File: config.mk
export PLATFORM = sky130hd
export DESIGN_NAME = mux16_scan_ctrl
export DESIGN_NICKNAME = d
export VERILOG_FILES = /design/src/rtl/mux16_scan_ctrl.sv
export SDC_FILE = /design/constraint.sdc
export NUM_CORES = 1
export LEC_CHECK = 0
export ABC_AREA = 1
export ABC_CLOCK_PERIOD_IN_PS = 1700
export CAP_MARGIN = 20
export CORE_MARGIN = 4
export CORE_UTILIZATION = 44
export DETAILED_ROUTE_END_ITERATION = 7
export PLACE_DENSITY = 0.78
export SLEW_MARGIN = 15
export SYNTH_ARGS = -nofsm -noshare
export SYNTH_HDL_FRONTEND = slang
export SYNTH_SLANG_ARGS = --single-unit
export TNS_END_PERCENT = 100
File: constraint.sdc
create_clock -name clk -period 1.7 [get_ports clk]
set_input_delay 0.425 -clock clk [delete_from_list [all_inputs] [get_ports clk]]
set_output_delay 0.425 -clock clk [all_outputs]
set_load 0.02 [all_outputs]
File: src/rtl/mux16_scan_ctrl.sv
// Sequencer for a 16:1 bit mux: latches a word, walks the select through all
// positions, streams each selected bit out and flags any mux output mismatch.
//
// state | meaning
// ------+-----------------------------------------------------------
// IDLE  | ready for a new word; mux_in/mux_sel hold their last value
// SCAN  | stepping mux_sel, capturing mux_q into the serial register
// DRAIN | last bit is presented, waiting for downstream to take it
module mux16_scan_ctrl #(
  parameter bit MSB_FIRST = 1'b0
) (
  input  logic        clk,
  input  logic        rst_n,
  input  logic [15:0] in_word,
  input  logic        in_valid,
  output logic        in_ready,
  output logic [15:0] mux_in,
  output logic [3:0]  mux_sel,
  input  logic        mux_q,
  output logic        ser_bit,
  output logic        ser_valid,
  output logic        ser_last,
  input  logic        ser_ready,
  output logic        busy,
  output logic        err
);

  typedef enum logic [1:0] {
    IDLE  = 2'd0,
    SCAN  = 2'd1,
    DRAIN = 2'd2
  } state_t;

  localparam logic [3:0] START_IDX = MSB_FIRST ? 4'd15 : 4'd0;
  localparam logic [3:0] END_IDX   = MSB_FIRST ? 4'd0  : 4'd15;

  state_t      state_q;
  state_t      state_d;
  logic [15:0] mux_in_d;
  logic [3:0]  mux_sel_d;
  logic        ser_bit_d;
  logic        ser_valid_d;
  logic        ser_last_d;
  logic        err_d;

  logic        ser_take;
  logic        capture;
  logic        at_end;
  logic        exp_bit;
  logic [3:0]  sel_step;

  assign ser_take = ser_valid & ser_ready;
  // A new bit may enter the output register when it is empty or being drained.
  assign capture  = (state_q == SCAN) & (~ser_valid | ser_ready);
  assign at_end   = (mux_sel == END_IDX);
  assign exp_bit  = mux_in[mux_sel];
  assign sel_step = MSB_FIRST ? (mux_sel - 4'd1) : (mux_sel + 4'd1);

  assign in_ready = (state_q == IDLE);
  assign busy     = (state_q != IDLE);

  always_ff @(posedge clk or negedge rst_n) begin
    if (!rst_n) begin
      state_q   <= IDLE;
      mux_in    <= 16'h0000;
      mux_sel   <= 4'd0;
      ser_bit   <= 1'b0;
      ser_valid <= 1'b0;
      ser_last  <= 1'b0;
      err       <= 1'b0;
    end else begin
      state_q   <= state_d;
      mux_in    <= mux_in_d;
      mux_sel   <= mux_sel_d;
      ser_bit   <= ser_bit_d;
      ser_valid <= ser_valid_d;
      ser_last  <= ser_last_d;
      err       <= err_d;
    end
  end

  always_comb begin
    state_d     = state_q;
    mux_in_d    = mux_in;
    mux_sel_d   = mux_sel;
    ser_bit_d   = ser_bit;
    ser_valid_d = ser_valid;
    ser_last_d  = ser_last;
    err_d       = err;

    case (state_q)
      IDLE: begin
        if (in_valid) begin
          mux_in_d  = in_word;
          mux_sel_d = START_IDX;
          state_d   = SCAN;
        end
      end

      SCAN: begin
        if (capture) begin
          ser_bit_d   = mux_q;
          ser_valid_d = 1'b1;
          ser_last_d  = at_end;
          if (mux_q != exp_bit) begin
            err_d = 1'b1;
          end
          // Select stays on the end index through DRAIN; reloaded on next word.
          if (at_end) begin
            state_d = DRAIN;
          end else begin
            mux_sel_d = sel_step;
          end
        end
      end

      DRAIN: begin
        if (ser_take) begin
          ser_valid_d = 1'b0;
          ser_last_d  = 1'b0;
          state_d     = IDLE;
        end
      end

      default: begin
        state_d = IDLE;
      end
    endcase
  end

endmodule

; ---- After elaboration in Yosys (flattened, before gate mapping)
; Index checks and enable logic that the tools add are counted.
[totals]
reg_bits = 26
input_bits = 21
output_inout_bits = 26
wordCells = 48
[op_classes]
addsub = 1
n_lt_le_gt_ge = 1
n_eq_ne = 9
muxes = 16
n_bitwise = 4
n_reduce_logical = 10
[ops]
columns = cell, count
row1 = 4-bit 2-to-1 mux, 3
row2 = "2-bit != test, second input constant", 5
row3 = 2-bit 2-to-1 mux, 4
row4 = 4-bit case mux with 2 select lines, 1
row5 = 4-bit AND reduction, 2
row6 = 2-bit case mux with 3 select lines, 1
row7 = 3-bit AND reduction, 2
row8 = 2-bit nonzero test, 3
row9 = "4-bit by 5-bit less-than comparator with 1-bit output, second input constant", 1
row10 = "4-bit by 1-bit adder with 4-bit output, second input constant", 1
row11 = 1-bit binary-select mux with 4-bit select, 1
row12 = "4-bit == test, second input constant", 1
row13 = 1-bit 2-to-1 mux, 4
row14 = 1-bit case mux with 2 select lines, 2
row15 = 2-bit AND reduction, 2
row16 = 1-bit AND, 2
row17 = "2-bit by 1-bit == test with 1-bit output, second input constant", 1
row18 = "2-bit == test, second input constant", 1
row19 = 2-bit zero test, 1
row20 = 1-bit != test, 1
row21 = 1-bit inverter, 1
row22 = 1-bit bitwise OR, 1

; ---- Depth between registers and ports, before layout
; Gate-level depths: netlist of the first run.
[depth]
word_depth = 5
ltp_mapped = 9
ltp_nobuf = 9

; ---- Least setup slack after synthesis of the first run
; Ideal clock, no wire load.
[synth_path]
path_kind = reg2reg
from = register mux_sel[1]
to = register ser_last
setup_time_ps = 66
arrival_ps = 1278
path_slack_ps = 356
path_stages_with_launch = 8
path_cell_list = dfrtp_1 ha_1 nand3_1 nand2_1 nand2_1 nor3_1 nand2_1 nand2_1
[synth_between]
elab_chain_cells = 3
[synth_rtl]
columns = item, line_no
row1 = start: declaration, 18  ; output logic [3:0] mux_sel,
row2 = start signal: assignment, 74  ; mux_sel <= mux_sel_d;
row3 = 4-bit == test, 55  ; assign at_end = (mux_sel == END_IDX);
row4 = 1-bit 2-to-1 mux, 101  ; if (capture) begin
row5 = 1-bit case mux with 2 select lines, 91  ; case (state_q)
row6 = end signal: assignment, 77  ; ser_last <= ser_last_d;
row7 = end: declaration, 22  ; output logic ser_last,
; No other way between the ends. The select of a mux whose other input is x is not followed.
; A chain may end at the register's enable or synchronous reset.

; ---- Worst setup path in the final report of the first run
[layout_path]
from = register mux_sel[2]
to = output port mux_sel[2]
; No word-level cell between the ends.

==> flow_summary.json, run 1 <==
{
  "vdd_drop_max_mv": 0.956,
  "rsz0062_at_grt": "false",
  "powerDensity_nw_per_um2": 1700,
  "nets": 233,
  "die_w_um": 63.6,
  "cp_top_family": "flip-flops",
  "synthesis.area_um2": 1360,
  "postCtsHoldBufs": 0,
  "max_slew_margin": 0.778,
  "grt_overflow": 0,
  "cts_made_buffers": 3,
  "final_area_um2": 1890,
  "status": "completed",
  "slowest_stage": "dfrtp_1",
  "maxCapViolCount": 0,
  "place_area_um2": 1880,
  "p_leak_nw": 0.938,
  "cp_max_fo": 5,
  "syn_nets": 177,
  "drive_above_1_share": 0.186,
  "max_slew.worst_pin.slew_ns": 0.333,
  "area_delta_synth_final_pct": 38.9,
  "io_buffer_count": 46,
  "grt_max_degree": 27,
  "grt_use_total": 0.166,
  "clockBufferDepth": 2,
  "cts_max_level": 1,
  "avgSynthCellArea_um2": 8.77,
  "grt_pass1_vias": 1214,
  "power_mw": 3.21,
  "avgViaCountPerCell": 4.98,
  "start_util": 0.476,
  "synth_seq_area_share": 0.479,
  "ys_types": 21,
  "die_h_um": 63.6,
  "mostFrequentLayoutCells": "nand2_1 (33), dfrtp_1 (26), dlygate4sd2_1 (24)",
  "final.min_clock_period_ns": 1.59,
  "clock-sinks": 26,
  "finalCritPeriodShare": 0.935,
  "final_antenna_net_count": 0,
  "max_clock_freq_ghz": 0.629,
  "cpPeakStageDelay_ns": 0.46,
  "cp.arrival_ns": 1.16,
  "setup_tns_ns": 0,
  "crit_type": "reg -> out",
  "syn-instance-count": 155,
  "rows": 19,
  "layout_commonest_cell": "nand2_1",
  "grt_pass1_wl_mm": 5.39,
  "ys_seq_elements": 26,
  "post_drt_wl_per_cell_um": 13.0,
  "antenna_found_initial": 0,
  "clock_latency_ns": 0.32,
  "clk_pin_slew_ns": 0.14,
  "path_buf_inv": 1,
  "cp_data_required_time_ns": 1.27,
  "setup_viol": 0,
  "root_buffer": "clkbuf_4",
  "drt-initial-drc-count": 58,
  "die-area_um2": 4040,
  "io_pins": 47,
  "synth_top_area_frac": 0.479,
  "first_pass_iters": 6,
  "path_cells": "dlygate4sd2_1",
  "start_kind": "register",
  "antennaDiodeCount": 0,
  "vias": 1201,
  "cts_tree": "built",
  "final_max_slew_viol_count": 0,
  "final_util": 0.661,
  "holdCritPathClass": "in -> async",
  "drc": 0,
  "critPathCaptureType": "output pin",
  "yosys.area.top_type": "dfrtp_1",
  "timing_hold_violations_final": 0,
  "skew_ns": 0.00123,
  "core_um2": 2850,
  "synth_top_cells_by_area": "dfrtp_1 (48%), nand2_1 (9.1%), nor2_1 (6.4%)",
  "yosysWarnings": 0,
  "hpwlAfterDp_mm": 2.43,
  "finalWeightedCongestion": 0.850,
  "routed_wl_mm": 3.13
}
==> registers in the layout, summed over array words and instances (netlist names) <==
signal	cells
err	1
mux_sel	4
ser_valid	1
ser_last	1
ser_bit	1
state_q	2
mux_in	16
==> Yosys cell counts <==
| cell type | count |
|---|---|
| inv_2 | 3 |
| nor2_1 | 23 |
| o21ai_0 | 5 |
| nand2_1 | 33 |
| a21oi_4 | 1 |
| buf_2 | 1 |
| nand4_2 | 1 |
| nor2_8 | 1 |
| nand3_1 | 14 |
| nor2_4 | 1 |
| a21oi_2 | 9 |
| ha_1 | 1 |
| o21ai_1 | 4 |
| o21ai_4 | 1 |
| nor3_1 | 2 |
| nand2_4 | 1 |
| buf_6 | 2 |
| inv_1 | 18 |
| mux2_2 | 7 |
| dfrtp_1 | 26 |
| xor2_1 | 1 |
==> per-layer routing <==
metal	track usage	vias up	wire length (µm)
met5	0	-	0
met4	0.0701	0	51
met3	0.0337	6	193
met2	0.284	48	1530
met1	0.202	542	1360
li1	-	605	-
==> kinds of logic (layout without fill, tap and decap cells) <==
group / count (synthesis) / after routing / synth area share
AO/OA/AOI/OAI: 20 / 20 / 0.115
XOR/XNOR: 1 / 1 / 0.00645
adder cells (fa/ha/maj): 1 / 1 / 0.00921
buffers and inverters: 24 / 79 / 0.0783
flip-flops: 26 / 26 / 0.479
multiplexers: 7 / 7 / 0.0580
AND/OR/NAND/NOR: 76 / 76 / 0.254
==> power by group <==
| group | switching (mW) | internal (mW) |
|---|---|---|
| combinational | 1.12 | 0.736 |
| clock | 0.182 | 0.131 |
| sequential | 0.166 | 0.879 |
==> cell type report <==
type / count / area (µm²)
inverters: 21 / 78.8
flip-flops and latches: 26 / 651
multi-input cells: 105 / 602
fillers: 241 / 966
well taps: 31 / 38.8
repair buffers: 54 / 480
clock buffers: 4 / 36.3
==> timing repair <==
item                                    4_1_cts  5_1_grt
buffers inserted                              1        0
resized for setup                            28        2
endpoints found under the setup margin       26        2
endpoints found under the hold margin         0        0
==> final timing paths <==
check	start	endpoint	slack, ns	cells after the start
worst min-delay path	rst_n	mux_in[9]$_DFFE_PN0P_	0.46	2
worst max-delay path	mux_sel[2]$_DFFE_PN0P_	mux_sel[2]	0.11	1
min in group clk	err$_DFFE_PN0P_	err$_DFFE_PN0P_	0.50	2
worst min register to register	err$_DFFE_PN0P_	err$_DFFE_PN0P_	0.50	2
worst max register to register	mux_sel[0]$_DFFE_PN0P_	mux_sel[3]$_DFFE_PN0P_	0.19	7
max in group asynchronous	rst_n	state_q[1]$_DFFE_PN0P_	1.00	2
==> through the flow <==
stage / hold WS [ns] / instances / setup WS (ns)
finish: 0.457 / 241 / 0.111
global route: 0.477 / 241 / 0.0466
CTS: 0.461 / 241 / 0.0155
detailed placement: 0.480 / 236 / 0.00962
global placement: 0.470 / 236 / 0.0817
floorplan: 0.129 / 155 / 0.356
(Power assumes the default switching activity.)
==> inputs of run 2 (changes only) <==
Settings changed: CORE_ASPECT_RATIO from default to 0.75.
==> flow_summary.json, run 2 (synthesis gave the netlist of run 1 again) <==
{
  "grt_max_degree": 27,
  "timing_hold_violations_final": 0,
  "drc": 0,
  "clockBufferDepth": 2,
  "die_w_um": 72.2,
  "io_buffer_count": 46,
  "max_clock_freq_ghz": 0.596,
  "nets": 231,
  "dr_wl_met2_mm": 1.49,
  "reg_top3": "mux_in: 16 flops, mux_sel: 4 flops, state_q: 2 flops",
  "max_slew.worst_pin.slew_ns": 0.326,
  "die-area_um2": 4050,
  "drt-initial-drc-count": 48,
  "vdd_drop_max_mv": 0.845,
  "place_area_um2": 1880,
  "post_drt_wl_per_cell_um": 12.8,
  "rows": 17,
  "die_h_um": 56.1,
  "cp_top_family": "flip-flops",
  "p_leak_nw": 0.957,
  "routed_wl_mm": 3.16,
  "antenna_found_initial": 0,
  "switching_share": 0.436,
  "grt_pass1_vias": 1175,
  "largest_register_ffs": 16,
  "clockPowerShare": 0.114,
  "area_delta_synth_final_pct": 42.3,
  "vias": 1202,
  "finalCritPeriodShare": 0.988,
  "drive_above_1_share": 0.168,
  "cp_num_cells": 3,
  "critPathCaptureType": "output pin",
  "avgViaCountPerCell": 4.89,
  "start_util": 0.460,
  "powerDensity_nw_per_um2": 1760,
  "layout_commonest_cell": "nand2_1",
  "max_slew_margin": 0.783,
  "cp-startpoint": "state_q[0]$_DFFE_PN0P_",
  "r2r_start": "mux_sel[0]$_DFFE_PN0P_",
  "endpoint": "busy",
  "mostFrequentLayoutCells": "nand2_1 (33), clkdlybuf4s50_1 (32), dfrtp_1 (26)",
  "intPower_mw": 1.92,
  "core_um2": 2960,
  "r2r_cells": 7,
  "regMostFlops": "mux_in",
  "maxCapViolCount": 0,
  "cpPeakStageDelay_ns": 0.43,
  "start_kind": "register",
  "skew_ns": 0.00256,
  "path_cells": "nor2_4 -> inv_2 -> dlygate4sd2_1",
  "p_comb_frac": 0.569,
  "wl_met1_mm": 1.35,
  "cp_max_fo": 3,
  "final_max_slew_viol_count": 0,
  "hpwlAfterDp_mm": 2.50,
  "clock-sinks": 26,
  "antennaDiodeCount": 0,
  "holdCritPathClass": "reg -> reg",
  "grt_use_total": 0.159,
  "final.min_clock_period_ns": 1.68,
  "cts_made_buffers": 3,
  "root_buffer": "clkbuf_8",
  "finalWeightedCongestion": 0.812,
  "cp.arrival_ns": 1.25,
  "grt_overflow": 0,
  "clk_pin_slew_ns": 0.08,
  "post-place-ws_ns": -0.0419,
  "cts_tree": "built",
  "path_buf_inv": 2,
  "cp_data_required_time_ns": 1.27,
  "postCtsHoldBufs": 0,
  "highest_layer": "met4",
  "timing.rr.end": "mux_sel[2]$_DFFE_PN0P_",
  "p_switching_mw": 1.49,
  "status": "completed",
  "slowest_stage": "dfrtp_1",
  "wl_met3_um": 232,
  "final_antenna_net_count": 0,
  "setup_viol": 0,
  "crit_type": "reg -> out",
  "setup_slack_ns": 0.0212,
  "clock_latency_ns": 0.27,
  "io_pins": 47,
  "sequentialPowerShare": 0.316,
  "cts_max_level": 1,
  "final_area_um2": 1930,
  "first_pass_iters": 5,
  "grt_pass1_wl_mm": 5.14,
  "reg2reg_slack_ns": 0.12
}
[run 2: layer usage]
layer	up-vias	GRT usage
met3	10	0.0632
met4	0	0.0375
li1	597	-
met2	41	0.253
met1	554	0.201
met5	-	0
[run 2: final cells by class]
type / instances / area (µm²)
sequential: 26 / 651
timing repair buffer: 52 / 499
fill: 265 / 1020
inverter: 21 / 78.8
multi-input combinational: 105 / 602
clock buffer: 4 / 55.1
tap: 38 / 47.5
[run 2: worst min path at each step]
stage	slack (ns)	start	endpoint	cells past startpoint
6_report	0.49	err$_DFFE_PN0P_	err$_DFFE_PN0P_	2
3_5_place_dp	0.48	err$_DFFE_PN0P_	err$_DFFE_PN0P_	2
5_1_grt	0.51	ser_bit$_DFFE_PN0P_	ser_bit$_DFFE_PN0P_	2
3_3_place_gp	0.47	err$_DFFE_PN0P_	err$_DFFE_PN0P_	2
4_1_cts	0.50	err$_DFFE_PN0P_	err$_DFFE_PN0P_	2
2_1_floorplan	0.13	rst_n	err$_DFFE_PN0P_	0
[run 2: what timing repair did]
item                       in CTS  in global routing
pin swaps                       0                  1
gates resized for setup        11                  3
setup buffers                   0                  1
setup endpoints to repair      11                  4
[run 2: tightest hold or removal path, cell delays in order (launching register included)]
cell and delay, ns:
dfrtp_1 0.35, inv_1 0.04, nand3_1 0.07
[run 2: power groups by stage]
stage          combinational [mW]  clock (mW)  sequential, mW
2_1_floorplan               0.920           0            1.37
3_3_place_gp                 1.96           0            1.08
3_5_place_dp                 2.01           0            1.10
4_1_cts                      1.94       0.396            1.08
5_1_grt                      2.10       0.421            1.12
6_report                     1.94       0.390            1.08
[run 2: metrics by stage]
step	util	hold WS, ns	TNS (ns)	instances	power, mW
4_1_cts	0.649	0.499	0	245	3.42
2_1_floorplan	-	0.129	0	155	2.29
5_1_grt	0.654	0.511	-0.00431	246	3.64
6_report	0.654	0.489	0	246	3.41
3_3_place_gp	0.635	0.469	0	241	3.04
3_5_place_dp	0.635	0.477	-0.0729	241	3.10
